`config.mk`:
```
export PLATFORM = sky130hd
export DESIGN_NAME = lock_seq_ctrl
export DESIGN_NICKNAME = d
export VERILOG_FILES = /design/src/rtl/lock_seq_ctrl.sv
export SDC_FILE = /design/constraint.sdc
export NUM_CORES = 1
export LEC_CHECK = 0
export BUFFER_PORTS_ARGS = -buffer_cell sky130_fd_sc_hd__buf_2
export CAP_MARGIN = 15
export CORE_ASPECT_RATIO = 0.9
export CORE_MARGIN = 1
export CORE_UTILIZATION = 50
export CTS_CLUSTER_DIAMETER = 80
export DETAILED_ROUTE_END_ITERATION = 10
export PLACE_DENSITY = 0.77
export SETUP_SLACK_MARGIN = 0.05
export SLEW_MARGIN = 30
export SYNTH_ARGS = -nofsm -noshare
export SYNTH_HDL_FRONTEND = slang
export SYNTH_SLANG_ARGS = --single-unit
```
`constraint.sdc`:
```
create_clock -name clk -period 2.7 [get_ports clk]
set_input_delay 0.405 -clock clk [delete_from_list [all_inputs] [get_ports clk]]
set_output_delay 0.405 -clock clk [all_outputs]
set_load 0.02 [all_outputs]
```
`src/rtl/lock_seq_ctrl.sv`:
```
// lock_seq_ctrl
//   Sequencing controller for the 4-bit combination lock. Turns the enter/init
//   key pulses and the comparator result into unlock, fail, lockout and
//   auto-relock behaviour, and keeps the remaining-attempt count.
//
//   Optional feature macro: LOCK_SEQ_PWD_CHANGE_EN
//     When defined, init_trig while OPEN writes a new password (pwd_we/pwd_wdata
//     from sw) and restarts the open period instead of relocking.
//
//   state | meaning
//   ------+----------------------------------------------------------
//   IDLE  | locked, waiting for enter_trig
//   CHECK | waiting CMP_LAT cycles for the comparator, then sampling it
//   OPEN  | unlocked for OPEN_CYCLES or until enter_trig relocks
//   FAIL  | wrong entry indication for FAIL_CYCLES
//   LOCKOUT | no attempts left, alarm for LOCK_CYCLES
//
// Ports:
//   clk        in   system clock
//   rst        in   synchronous reset, active-high
//   enter_trig in   one-cycle enter pulse
//   init_trig  in   one-cycle admin/init pulse
//   com_result in   comparator result (1 = match), valid CMP_LAT cycles after enter
//   sw         in   switch value, new password source (optional feature)
//   unlock     out  lock open (OPEN)
//   alarm      out  lockout active (LOCKOUT)
//   state_code out  0 IDLE, 1 CHECK, 2 OPEN, 3 FAIL, 4 LOCKOUT
//   tries_left out  remaining attempts
//   pwd_we     out  one-cycle password write strobe
//   pwd_wdata  out  new password value
module lock_seq_ctrl #(
    parameter int unsigned CMP_LAT     = 1,
    parameter int unsigned MAX_TRIES   = 3,
    parameter int unsigned OPEN_CYCLES = 50000000,
    parameter int unsigned FAIL_CYCLES = 25000000,
    parameter int unsigned LOCK_CYCLES = 250000000
) (
    input  logic       clk,
    input  logic       rst,
    input  logic       enter_trig,
    input  logic       init_trig,
    input  logic       com_result,
    input  logic [3:0] sw,
    output logic       unlock,
    output logic       alarm,
    output logic [2:0] state_code,
    output logic [1:0] tries_left,
    output logic       pwd_we,
    output logic [3:0] pwd_wdata
);

    localparam int unsigned M1   = (CMP_LAT > OPEN_CYCLES) ? CMP_LAT : OPEN_CYCLES;
    localparam int unsigned M2   = (M1 > FAIL_CYCLES) ? M1 : FAIL_CYCLES;
    localparam int unsigned TMAX = (M2 > LOCK_CYCLES) ? M2 : LOCK_CYCLES;
    localparam int unsigned TW   = $clog2(TMAX) + 1;

    localparam logic [TW-1:0] T_CMP  = TW'(CMP_LAT);
    localparam logic [TW-1:0] T_OPEN = TW'(OPEN_CYCLES);
    localparam logic [TW-1:0] T_FAIL = TW'(FAIL_CYCLES);
    localparam logic [TW-1:0] T_LOCK = TW'(LOCK_CYCLES);
    localparam logic [TW-1:0] T_ONE  = TW'(1);
    localparam logic [1:0]    TRIES_MAX = 2'(MAX_TRIES);

    typedef enum logic [2:0] {
        S_IDLE    = 3'd0,
        S_CHECK   = 3'd1,
        S_OPEN    = 3'd2,
        S_FAIL    = 3'd3,
        S_LOCKOUT = 3'd4
    } state_t;

    state_t        state;
    logic [TW-1:0] timer;
    logic          pwd_load;
    logic          admin_clr;

`ifdef LOCK_SEQ_PWD_CHANGE_EN
    assign pwd_load = init_trig && (state == S_OPEN);
`else
    assign pwd_load = 1'b0;
`endif
    assign admin_clr = init_trig && !pwd_load;

    // Timed states load their length on entry and leave on the cycle the timer
    // would reach zero, so a state loaded with N lasts exactly N cycles.
    always_ff @(posedge clk) begin
        if (rst) begin
            state      <= S_IDLE;
            state_code <= S_IDLE;
            unlock     <= 1'b0;
            alarm      <= 1'b0;
            tries_left <= TRIES_MAX;
            timer      <= '0;
            pwd_we     <= 1'b0;
            pwd_wdata  <= 4'd0;
        end else begin
            pwd_we <= pwd_load;
            if (pwd_load) begin
                pwd_wdata <= sw;
                timer     <= T_OPEN;
            end else if (admin_clr) begin
                state      <= S_IDLE;
                state_code <= S_IDLE;
                unlock     <= 1'b0;
                alarm      <= 1'b0;
                tries_left <= TRIES_MAX;
                timer      <= '0;
            end else begin
                case (state)
                    S_IDLE: begin
                        if (enter_trig) begin
                            state      <= S_CHECK;
                            state_code <= S_CHECK;
                            timer      <= T_CMP;
                        end
                    end
                    S_CHECK: begin
                        if (timer > T_ONE) begin
                            timer <= timer - T_ONE;
                        end else if (com_result) begin
                            state      <= S_OPEN;
                            state_code <= S_OPEN;
                            unlock     <= 1'b1;
                            tries_left <= TRIES_MAX;
                            timer      <= T_OPEN;
                        end else if (tries_left <= 2'd1) begin
                            // last attempt used: saturate at 0, only ever seen in LOCKOUT
                            state      <= S_LOCKOUT;
                            state_code <= S_LOCKOUT;
                            alarm      <= 1'b1;
                            tries_left <= 2'd0;
                            timer      <= T_LOCK;
                        end else begin
                            state      <= S_FAIL;
                            state_code <= S_FAIL;
                            tries_left <= tries_left - 2'd1;
                            timer      <= T_FAIL;
                        end
                    end
                    S_OPEN: begin
                        if (!enter_trig && (timer > T_ONE)) begin
                            timer <= timer - T_ONE;
                        end else begin
                            state      <= S_IDLE;
                            state_code <= S_IDLE;
                            unlock     <= 1'b0;
                            timer      <= '0;
                        end
                    end
                    S_FAIL: begin
                        if (timer > T_ONE) begin
                            timer <= timer - T_ONE;
                        end else begin
                            state      <= S_IDLE;
                            state_code <= S_IDLE;
                            timer      <= '0;
                        end
                    end
                    S_LOCKOUT: begin
                        if (timer > T_ONE) begin
                            timer <= timer - T_ONE;
                        end else begin
                            state      <= S_IDLE;
                            state_code <= S_IDLE;
                            alarm      <= 1'b0;
                            tries_left <= TRIES_MAX;
                            timer      <= '0;
                        end
                    end
                    default: begin
                        state      <= S_IDLE;
                        state_code <= S_IDLE;
                        unlock     <= 1'b0;
                        alarm      <= 1'b0;
                        tries_left <= TRIES_MAX;
                        timer      <= '0;
                    end
                endcase
            end
        end
    end

endmodule

```
==> impl_metrics.py, run 1 <==
metrics = {
    "status": {
        "outcome": "completed",
    },
    "timing": {
        "period_minus_slack_ps": 2460,
        "finalCritPeriodShare": 0.913,
        "max_slew_margin": 0.602,
        "drv_slew": 0,
        "rsz0062_at_grt": "no",
        "whs_ps": 455,
        "hold_viol": 0,
        "max_freq_ghz": 0.406,
        "fin_tns_setup_ps": 0,
        "max_slew.worst_pin.slew_ps": 593,
        "setup_viol": 0,
        "finalClockSkew_ps": 6.25,
    },
    "clocking": {
        "post_cts_buffers": 0,
        "hold_buffers": 0,
        "root_buffer": "clkbuf_8",
        "cts_max_level": 2,
        "clk_path_buf_depth": 2,
        "clock_latency_ps": 290,
        "cts_tree": "done",
        "cts_resized": 0,
        "cts.clk_slew.worst_paths_ps": 70,
        "clock-sinks": 36,
        "cts_made_buffers": 5,
    },
    "synth": {
        "avgSynthCellArea_um2": 7.60,
        "ys.warnings.count": 0,
        "synth_ff_type": "dfxtp_1",
        "muxShareOfSynthArea": 0,
        "synth_edf_count": 0,
        "yosysSeqAreaShare": 0.320,
        "synth_xor_area_frac": 0.00779,
        "synthArstFlopShare": 0,
        "synth_compound_area_frac": 0.274,
        "yosys.area_share.simple": 0.318,
        "synth_fa_ha_area_frac": 0.0111,
        "synth.cell_area_um2": 2250,
        "ys_types": 55,
        "ys_seq_elements": 36,
        "synth_top_family_by_area": "simple AND/OR/NAND/NOR gates",
        "synthCells": 296,
    },
    "global_route": {
        "grt-ovfl-total": 0,
        "grt_max_degree": 22,
        "grt_usage": 0.282,
        "grt_pass1_wl_um": 10200,
        "grt_pass1_vias": 2077,
        "antenna_found_initial": 0,
    },
    "floorplan": {
        "io_pins": 21,
        "rows": 22,
        "die_area_um2": 4770,
        "core_area_um2": 4180,
        "fp.dieH_um": 65.6,
        "floorplan.initialDensity": 0.538,
        "die_x_um": 72.7,
    },
    "final_layout": {
        "nets": 319,
        "nFillCells": 409,
        "drive_gt1_frac": 0.146,
        "seqCellArea_um2": 721,
        "layout_commonest_cell": "dfxtp_1",
        "multi_input_area_um2": 1390,
        "diodes": 0,
        "final_cell_mix": "dfxtp_1, nor2_1, a21oi_1",
        "syn_to_final_growth_pct": 8.84,
    },
    "placement": {
        "io_buffers": 11,
        "hpwlAfterDp_um": 4310,
        "place_congestion": 0.905,
    },
    "route": {
        "wl_um": 6060,
        "firstDrtPassIters": 5,
        "via_per_inst": 6.29,
        "drtIter0Drc": 266,
        "wl_per_cell_um": 16.4,
        "ant_nets": 0,
        "vias": 2322,
        "drc": 0,
    },
    "setup_path": {
        "crit_path_start_kind": "flip-flop",
        "worst_setup_path_end_kind": "flip-flop",
        "critical_path_class": "flip-flop to flip-flop",
        "critPathMaxFanout": 18,
        "cp.required_ps": 2870,
        "cp_slowest_stage_delay_ps": 590,
        "crit_slowest_cell": "or4_4",
        "worst_ep_arrival_time_ps": 2640,
        "path_cells": "or4_4 > nor4b_4 > and4_4 > o21ai_1 > a221oi_1 > nor2_1",
    },
    "min_path": {
        "hp-class": "primary input to flip-flop",
    },
    "job": {
        "max_cap_viol_count": 0,
    },
}
==> sequential cells by signal, summed over array words and instances, names as in the netlist <==
name,count
alarm,1
state,3
timer,29
tries_left,2
unlock,1
==> critical path, delay by kind of cell, from the launching register on <==
family / cells / cell delay [ps]
AO/OA/AOI/OAI: 2 / 550
flip-flops: 1 / 360
AND/OR/NAND/NOR: 4 / 1430
==> through the flow <==
step | cell area, um2 | utilization | cells | setup slack, ps
after floorplan | 2260 | - | 300 | 587
after global placement | 2360 | 0.564 | 361 | 274
after detailed placement | 2360 | 0.564 | 361 | 252
after CTS | 2450 | 0.585 | 369 | 241
after global routing | 2450 | 0.585 | 369 | 52.2
final | 2450 | 0.585 | 369 | 236
==> cells in the mapped netlist, types with 6 or more instances <==
cell / n / share of area
dfxtp_1: 36 / 0.32
inv_1: 7 / 0.012
o21ai_0: 20 / 0.044
clkbuf_1: 10 / 0.017
nor2_1: 33 / 0.055
nand2_1: 23 / 0.038
nand4_1: 10 / 0.028
a31oi_1: 12 / 0.033
o211ai_1: 6 / 0.020
nor3_1: 9 / 0.020
o31ai_1: 7 / 0.023
nand3_1: 13 / 0.029
a21oi_1: 26 / 0.058
nor4_1: 7 / 0.019
==> final cells by class <==
class | instances | share of cell area
sequential | 36 | 0.294
multi-input combinational | 235 | 0.568
tap | 60 | 0.0307
clock buffer | 8 | 0.0368
timing repair buffer | 23 | 0.0593
inverter | 7 | 0.0107
==> routing by layer <==
metal / global-route usage / routed length, um
met4: 0.108 / 118
met5: 0 / 0
met1: 0.414 / 2980
met3: 0.0552 / 379
met2: 0.402 / 2570
==> path summary, 6_finish.rpt <==
kind	startpoint	end	slack [ps]	cells after the start
setup / recovery	timer[20]$_SDFFE_PP0N_	timer[11]$_SDFFE_PP0N_	240	6
hold / removal	com_result	tries_left[1]$_SDFFE_PP1P_	450	3
setup reg to reg	timer[20]$_SDFFE_PP0N_	timer[11]$_SDFFE_PP0N_	240	6
hold reg to reg	timer[7]$_SDFFE_PP0N_	timer[7]$_SDFFE_PP0N_	480	2
==> cell families after synthesis <==
kind of cell / after synthesis
simple gates: 130
compound gates: 96
flops: 36
buf+inv: 29
xor+xnor: 2
fa+ha+maj: 2
other cells: 1
Power of run 1 is not shown: default switching activity piles up to over one toggle a cycle in this logic, so the estimate is an artifact.
==> run 2: changes to the inputs <==
==> constraint.sdc (replaced) <==
create_clock -name clk -period 2.7 [get_ports clk]
set_input_delay 0.81 -clock clk [delete_from_list [all_inputs] [get_ports clk]]
set_output_delay 0.81 -clock clk [all_outputs]
set_load 0.02 [all_outputs]
==> run 2 against run 1 <==
Against the previous run: global-route usage down 0.50 points; setup slack better by 4.3 ps; routed wire length is 2.0% higher; clock-buffer cell count did not move; critical endpoint unchanged; clock skew decreased by 3.4 ps; maximum frequency up 0.17%; hold slack better by 36 ps.
==> impl_metrics.py, run 2 (same netlist as run 1, synthesis figures left out) <==
metrics = {
    "floorplan": {
        "io_pins": 21,
        "die_area_um2": 4770,
        "fp.dieH_um": 65.6,
        "core_area_um2": 4180,
        "floorplan.initialDensity": 0.538,
        "rows": 22,
        "die_x_um": 72.7,
    },
    "placement": {
        "hpwlAfterDp_um": 4330,
        "place_congestion": 0.912,
        "io_buffers": 11,
    },
    "timing": {
        "hold_viol": 0,
        "max_slew.worst_pin.slew_ps": 556,
        "period_minus_slack_ps": 2460,
        "finalCritPeriodShare": 0.911,
        "fin_tns_setup_ps": 0,
        "max_freq_ghz": 0.407,
        "setup_viol": 0,
        "finalClockSkew_ps": 2.88,
        "max_slew_margin": 0.626,
        "rsz0062_at_grt": "no",
        "drv_slew": 0,
    },
    "clocking": {
        "cts_resized": 0,
        "hold_buffers": 0,
        "cts_made_buffers": 5,
        "clk_path_buf_depth": 2,
        "root_buffer": "clkbuf_8",
        "cts.clk_slew.worst_paths_ps": 70,
        "cts_tree": "done",
        "clock-sinks": 36,
        "cts_max_level": 2,
        "post_cts_buffers": 0,
        "clock_latency_ps": 290,
    },
    "setup_path": {
        "r2r_start": "timer[20]$_SDFFE_PP0N_",
        "crit_path_start_kind": "flip-flop",
        "r2r-end": "timer[11]$_SDFFE_PP0N_",
        "worst_ep_arrival_time_ps": 2630,
        "cp_slowest_stage_delay_ps": 600,
        "worst_setup_path_end_kind": "flip-flop",
        "path_cells": "or4_4 > nor4b_4 > and4_4 > o21ai_1 > a221oi_1 > nor2_1",
        "rr_worst_depth": 6,
        "critical_path_class": "flip-flop to flip-flop",
        "rrSetupSlack_ps": 240,
        "cp.required_ps": 2870,
        "crit_slowest_cell": "or4_4",
        "critPathMaxFanout": 16,
    },
    "global_route": {
        "met3_usage": 0.0521,
        "grt_pass1_vias": 2081,
        "antenna_found_initial": 0,
        "grt_pass1_wl_um": 10200,
        "grt_max_degree": 28,
        "grt_use_met1": 0.384,
        "use_met2": 0.433,
        "busiest_layer": "met2",
        "grt-ovfl-total": 0,
        "grt_usage": 0.277,
    },
    "final_layout": {
        "layout_commonest_cell": "dfxtp_1",
        "final_cell_mix": "dfxtp_1, nor2_1, a21oi_1",
        "syn_to_final_growth_pct": 8.18,
        "nets": 317,
        "largestRegisters": "timer (29), state (3), tries_left (2)",
        "regMostFlops": "timer",
        "largest_reg_flops": 29,
        "nFillCells": 402,
        "diodes": 0,
        "drive_gt1_frac": 0.140,
        "seqCellArea_um2": 721,
        "multi_input_area_um2": 1390,
    },
    "job": {
        "max_cap_viol_count": 0,
    },
    "route": {
        "via_per_inst": 6.46,
        "firstDrtPassIters": 6,
        "drc": 0,
        "wl_um": 6180,
        "vias": 2371,
        "ant_nets": 0,
        "wl_per_cell_um": 16.8,
        "drtIter0Drc": 381,
    },
    "status": {
        "outcome": "completed",
    },
    "min_path": {
        "hp-class": "flip-flop to flip-flop",
        "holdPathEnd": "timer[7]$_SDFFE_PP0N_",
        "holdPathStages": 2,
        "hp-start": "timer[7]$_SDFFE_PP0N_",
    },
}
-- run 2: cell count changes in the layout (fill, tap and decap cells not counted), sizes merged --
cell | before | now
buf | 23 | 21
-- run 2: through the flow --
step	cell area, um2	hold slack [ps]	setup WS [ps]	instances	utilization
finish	2430	490	240	367	0.582
global route	2430	536	163	367	0.582
CTS	2430	491	266	367	0.582
detailed placement	2340	478	281	359	0.560
global placement	2340	472	315	359	0.560
floorplan	2260	449	587	300	-
-- run 2: worst max-delay path, delay by kind of cell, from the launching register on --
kind / cells / cell delay (ps)
DFF: 1 / 370
AOI/OAI and AO/OA: 2 / 520
and+or+nand+nor: 4 / 1450
-- run 2: per-layer routing --
| metal | vias to the layer above | wire length, um |
|---|---|---|
| met5 | - | 0 |
| met4 | 0 | 106 |
| met3 | 15 | 633 |
| met2 | 134 | 2640 |
| met1 | 1089 | 2790 |
| li1 | 1133 | - |
-- run 2: cell type report --
type	instances	share of cell area
multi-input cells	235	0.572
repair buffers	21	0.0535
flip-flops and latches	36	0.296
well taps	60	0.0308
clock buffers	8	0.0370
inverters	7	0.0108
-- run 2: worst max-delay path by stage --
stage | startpoint | endpoint | slack (ps) | depth (start not counted)
final | timer[20]$_SDFFE_PP0N_ | timer[11]$_SDFFE_PP0N_ | 240 | 6
after global routing | timer[20]$_SDFFE_PP0N_ | timer[11]$_SDFFE_PP0N_ | 160 | 6
after CTS | timer[20]$_SDFFE_PP0N_ | timer[11]$_SDFFE_PP0N_ | 270 | 6
after detailed placement | timer[20]$_SDFFE_PP0N_ | timer[11]$_SDFFE_PP0N_ | 280 | 6
after global placement | timer[20]$_SDFFE_PP0N_ | timer[25]$_SDFFE_PP0N_ | 320 | 6
after floorplan | timer[20]$_SDFFE_PP0N_ | timer[5]$_SDFFE_PP0N_ | 590 | 7
Power of run 2 is left out for the same reason.
